`config.mk`:
```
export PLATFORM = sky130hd
export DESIGN_NAME = nubus_arb_seq
export DESIGN_NICKNAME = d
export VERILOG_FILES = /design/src/rtl/nubus_arb_seq.sv
export SDC_FILE = /design/constraint.sdc
export NUM_CORES = 1
export LEC_CHECK = 0
export CORE_UTILIZATION = 47
export DETAILED_ROUTE_END_ITERATION = 6
export PLACE_DENSITY = 0.82
export SLEW_MARGIN = 20
export SYNTH_ARGS = -nofsm -noshare
export SYNTH_HDL_FRONTEND = slang
export SYNTH_SLANG_ARGS = --single-unit
```
`constraint.sdc`:
```
create_clock -name nubus_clk -period 3 [get_ports nubus_clk]
set_input_delay 0.45 -clock nubus_clk [delete_from_list [all_inputs] [get_ports nubus_clk]]
set_output_delay 0.45 -clock nubus_clk [all_outputs]
set_load 0.02 [all_outputs]
```
`src/rtl/nubus_arb_seq.sv`:
```
// -----------------------------------------------------------------------------
// nubus_arb_seq -- NuBus distributed arbitration sequencer for one slot.
//
// Takes a master's level request through the NuBus RQST / ARB contest and
// reports ownership of the bus to the master logic.
//
// Parameters
//   ARB_W       number of ID / ARB lines
//   SETTLE_CYC  clocks the ARB lines must stay unchanged before a decision (1..15)
//   FAIR        1 = after a tenure, hold off requesting until RQST goes idle
//
// Ports
//   nubus_clk   single clock, rising edge
//   nubus_rst   synchronous active-high reset
//   id_n        slot ID, active low (own ID = ~id_n)
//   arb_n       sampled ARB lines, active low
//   start_n     sampled START, active low
//   ack_n       sampled ACK, active low
//   rqst_n      sampled RQST (wired-OR of all requesters), active low
//   req         master wants the bus (level)
//   rel         master ends its tenure (one-cycle pulse); named rel because
//               "release" is a reserved word in SystemVerilog
//   arb_o_n     ARB line drive, active low, 1 = not driven (open collector)
//   rqst_o_n    RQST drive, active low
//   grant       bus owned, master may assert START
//   lost        one-cycle pulse when a contest is lost
// -----------------------------------------------------------------------------
module nubus_arb_seq #(
  parameter int ARB_W      = 4,
  parameter int SETTLE_CYC = 2,
  parameter int FAIR       = 1
) (
  input  logic             nubus_clk,
  input  logic             nubus_rst,
  input  logic [ARB_W-1:0] id_n,
  input  logic [ARB_W-1:0] arb_n,
  input  logic             start_n,
  input  logic             ack_n,
  input  logic             rqst_n,
  input  logic             req,
  input  logic             rel,
  output logic [ARB_W-1:0] arb_o_n,
  output logic             rqst_o_n,
  output logic             grant,
  output logic             lost
);

  localparam int                 CNT_W    = $clog2(SETTLE_CYC + 1);
  localparam logic [CNT_W-1:0]   CNT_MAX  = {CNT_W{1'b1}};
  localparam logic [CNT_W-1:0]   SETTLE_V = CNT_W'(SETTLE_CYC);

  typedef enum logic [2:0] {
    S_IDLE      = 3'd0,
    S_RQST      = 3'd1,
    S_ARB       = 3'd2,
    S_WON       = 3'd3,
    S_GRANTED   = 3'd4,
    S_LOST      = 3'd5,
    S_FAIR_HOLD = 3'd6
  } state_t;

  state_t           state;
  state_t           state_next;
  logic [ARB_W-1:0] id;
  logic [ARB_W-1:0] sel;
  logic [ARB_W-1:0] arb_prev;
  logic [CNT_W-1:0] cnt;
  logic [CNT_W-1:0] cnt_inc;
  logic             stable;
  logic             decide;
  logic             win;
  logic             tenure;
  logic             lost_q;

  assign id = ~id_n;

  // Standard NuBus self-select: drive our bit only while no higher-order line
  // that we do not own is being pulled low by somebody else.
  always_comb begin
    sel = '0;
    for (int i = 0; i < ARB_W; i++) begin
      sel[i] = id[i];
      for (int j = i + 1; j < ARB_W; j++) begin
        if (!id[j] && !arb_n[j]) sel[i] = 1'b0;
      end
    end
  end

  // Settle counter: counts consecutive cycles with arb_n unchanged against the
  // previous sample; the decision uses the value the counter is about to take.
  assign stable  = (arb_n == arb_prev);
  assign cnt_inc = (cnt == CNT_MAX) ? cnt : cnt + 1'b1;
  assign decide  = stable && (cnt_inc >= SETTLE_V);
  assign win     = (~arb_n == id);

  // State register
  always_ff @(posedge nubus_clk) begin
    if (nubus_rst) state <= S_IDLE;
    else           state <= state_next;
  end

  // Next-state logic; a dropped req aborts any contest phase before anything else
  always_comb begin
    state_next = state;
    case (state)
      S_IDLE: begin
        if (req && (id != '0)) state_next = S_RQST;
      end
      S_RQST: begin
        if (!req) state_next = S_IDLE;
        else      state_next = S_ARB;
      end
      S_ARB: begin
        if (!req)        state_next = S_IDLE;
        else if (decide) state_next = win ? S_WON : S_LOST;
      end
      S_WON: begin
        if (!req)         state_next = S_IDLE;
        else if (!tenure) state_next = S_GRANTED;
      end
      S_GRANTED: begin
        // rel wins over req; req alone never ends a tenure
        if (rel) state_next = (FAIR != 0) ? S_FAIR_HOLD : S_IDLE;
      end
      S_LOST: begin
        if (!req)        state_next = S_IDLE;
        else if (!ack_n) state_next = S_ARB;
      end
      S_FAIR_HOLD: begin
        if (rqst_n) state_next = S_IDLE;
      end
      default: state_next = S_IDLE;
    endcase
  end

  // Output logic
  always_comb begin
    rqst_o_n = 1'b1;
    grant    = 1'b0;
    arb_o_n  = '1;
    case (state)
      S_RQST: rqst_o_n = 1'b0;
      S_ARB, S_WON, S_LOST: begin
        rqst_o_n = 1'b0;
        arb_o_n  = ~sel;
      end
      S_GRANTED: grant = 1'b1;
      default: ;
    endcase
  end

  assign lost = lost_q;

  // Control registers: settle counter, tenure flag and the lost pulse
  always_ff @(posedge nubus_clk) begin
    if (nubus_rst) begin
      cnt    <= '0;
      tenure <= 1'b0;
      lost_q <= 1'b0;
    end else begin
      // counter only runs while staying in ARB; every entry into ARB starts at 0
      if ((state == S_ARB) && (state_next == S_ARB)) cnt <= stable ? cnt_inc : '0;
      else                                           cnt <= '0;
      // ACK ends a tenure even when START is seen in the same cycle
      if (!ack_n)        tenure <= 1'b0;
      else if (!start_n) tenure <= 1'b1;
      lost_q <= (state == S_ARB) && (state_next == S_LOST);
    end
  end

  // Previous-cycle ARB sample, data only
  always_ff @(posedge nubus_clk) begin
    arb_prev <= arb_n;
  end

endmodule
```
==> results.cfg <==
[final_layout]
fillers = 104
final_util_pct = 68.0
layout-drive-gt1-share_pct = 10.6
seq_area_um2 = 220
area_delta_synth_final_pct = 33.6
n_antenna_cell = 0
design_area_um2 = 896
final_cells = 109
nets = 113
multi_input_area_um2 = 405

[route]
routedWlPerCell_um = 13.9
wl_um = 1510
initialDrtViolationCount = 20
ant_nets = 0
post-route-drc-count = 0
vias_per_cell = 5.72
vias = 623
first_pass_iters = 4

[place]
placedCellCount = 105
gp_congestion = 0.775
post-dp-hpwl_um = 1090
place_area_um2 = 870
dp_slack_ns = 0.468
port_buffers = 21

[synth]
synthTopCellsByCount = dfxtp_1 (11), nor2b_1 (5), a21oi_1 (4), inv_1 (4), nand2_1 (4)
syn-instance-count = 72
syn-cell-area_um2 = 671
synth_top_area_cell = dfxtp_1
synth-seq-area-share_pct = 32.8
synth_ff_type = dfxtp_1
postSynthAreaPerCell_um2 = 9.31
yosysWarnings = 0
synth-async-reset-ratio_pct = 0
synth_cell_type_count = 38
yosysMostFrequentCell = dfxtp_1
synth_edf_count = 0
ys_seq_elements = 11
syn_nets = 90
yosysTopAreaCellShare_pct = 32.8
ys_top_cells_by_area = dfxtp_1 (33%), ha_1 (5.6%), nor2b_1 (4.7%), xnor2_1 (3.9%), a21oi_1 (3.0%)

[critical_path]
worst_setup_path_end_kind = output pin
critical_path_arrival_ns = 2.09
path_class = reg -> out
cpPeakStageDelay_ns = 0.59
crit_chain = and2b_2 > a21oi_1 > nor3_1 > nand2b_1 > clkdlybuf4s50_1
path_max_fanout = 11
cp_num_buf_inv = 1
cp_top_family = buffers and inverters
cp.required_ns = 2.55
cpMaxStageDelayCell = clkdlybuf4s50_1
worstSetupStartpointType = flop

[timing]
hold_viol_final = 0
fin_ws_ns = 0.456
fin_crit_sh_pct = 84.8
drv_slew = 0
setup_viol = 0
rsz0062_at_grt = no
whs_ns = 0.596
tns_ns = 0
fmax_ghz = 0.393
clock_skew_ns = 0.00431
min_period_ns = 2.54

[die]
die-width_um = 39.8
coreArea_mm2 = 0.00132
die_y_um = 39.8
pin_count = 22
rows = 13
start_util_pct = 50.9
dieArea_mm2 = 0.00158

[cts]
ctsHtreeMaxLevel = 1
cts_hold_buf = 0
tritoncts = yes
cts-resized-gates = 0
cts_buffer_depth = 2
cts.sinks = 11
cts_made_buffers = 3
clkLatencyLatePin_ns = 0.27
post-cts-setup-buffer-count = 0
clkTransAtPathRegs_ns = 0.07
cts_root_buffer = clkbuf_4

[pwr]
p_per_area_mw_per_mm2 = 367
power_mw = 0.329
vdd_drop_max_uv = 258
p_leak_nw = 0.341

[global_routing]
grt-ovfl-total = 0
grt_pass1_wl_um = 2290
antenna_found_initial = 0
track_usage_pct = 22.1
first_global_vias = 511
grt_max_degree = 15

[run]
drv_cap = 0

[min_path]
hold_path_class = reg -> reg

[outcome]
status = completed
[registers in the layout, summed over array words and instances, names as in the netlist]
name,flops
tenure,1
state,3
lost,1
cnt,2
arb_prev,4
[path summary, 6_finish.rpt]
path | start | to | slack, ns | cells after the start
setup reg to reg | state[1] | cnt[0] | 1.36 | 4
hold / removal | arb_prev[1] | cnt[0] | 0.60 | 3
setup / recovery | state[2] | arb_o_n[1] | 0.46 | 5
hold reg to reg | arb_prev[1] | cnt[0] | 0.60 | 3
[cell families (layout without fill, tap and decap cells)]
family,Yosys count,after routing,synth area share [%]
adder cells (fa/ha/maj),3,3,5.60
buffers and inverters,7,29,6.71
other,1,1,0.559
AO/OA/AOI/OAI,15,15,17.2
XOR/XNOR,5,5,6.53
flip-flops,11,11,32.8
multiplexers,1,1,1.49
AND/OR/NAND/NOR,29,29,29.1
[area by class of cell]
| cell class | instances | area share, % |
|---|---|---|
| multi-input cells | 54 | 45.3 |
| flip-flops and latches | 11 | 24.6 |
| repair buffers | 21 | 23.5 |
| clock buffers | 4 | 2.93 |
| well taps | 15 | 2.09 |
| inverters | 4 | 1.68 |
[placed cells by master (no fill, tap or decap), types with 2 or more instances in the layout]
cell | netlist | routed
clkbuf_4 | 0 | 3
o21ai_0 | 2 | 2
nand2b_1 | 2 | 2
nand2_1 | 4 | 4
dfxtp_1 | 11 | 11
clkdlybuf4s50_1 | 0 | 21
nor3b_1 | 2 | 2
xor2_1 | 2 | 2
inv_1 | 4 | 4
a311oi_1 | 2 | 2
a21oi_1 | 4 | 4
nor2_1 | 3 | 3
nor2b_1 | 5 | 5
ha_1 | 3 | 3
xnor2_1 | 3 | 3
[where the power goes]
| group | internal, mW | switching [mW] | leakage, nW |
|---|---|---|---|
| combinational | 0.0366 | 0.0287 | 0.235 |
| clock | 0.0515 | 0.0531 | 0.0150 |
| sequential | 0.152 | 0.00738 | 0.0910 |
[metal layers]
layer | vias up | global-route usage (%) | routed length (um)
met5 | - | 0 | 0
met2 | 19 | 34.8 | 758
met3 | 2 | 5.11 | 68
met1 | 299 | 28.0 | 673
met4 | 0 | 10.3 | 12
li1 | 303 | - | -
[worst reg2reg max path: stages, from the launching register on]
cell and delay, ns:
dfxtp_1 0.59, nor3b_4 0.29, nand2_1 0.08, a31o_1 0.22, a2111oi_2 0.36
Note: power is estimated with default switching activity, not from simulation.
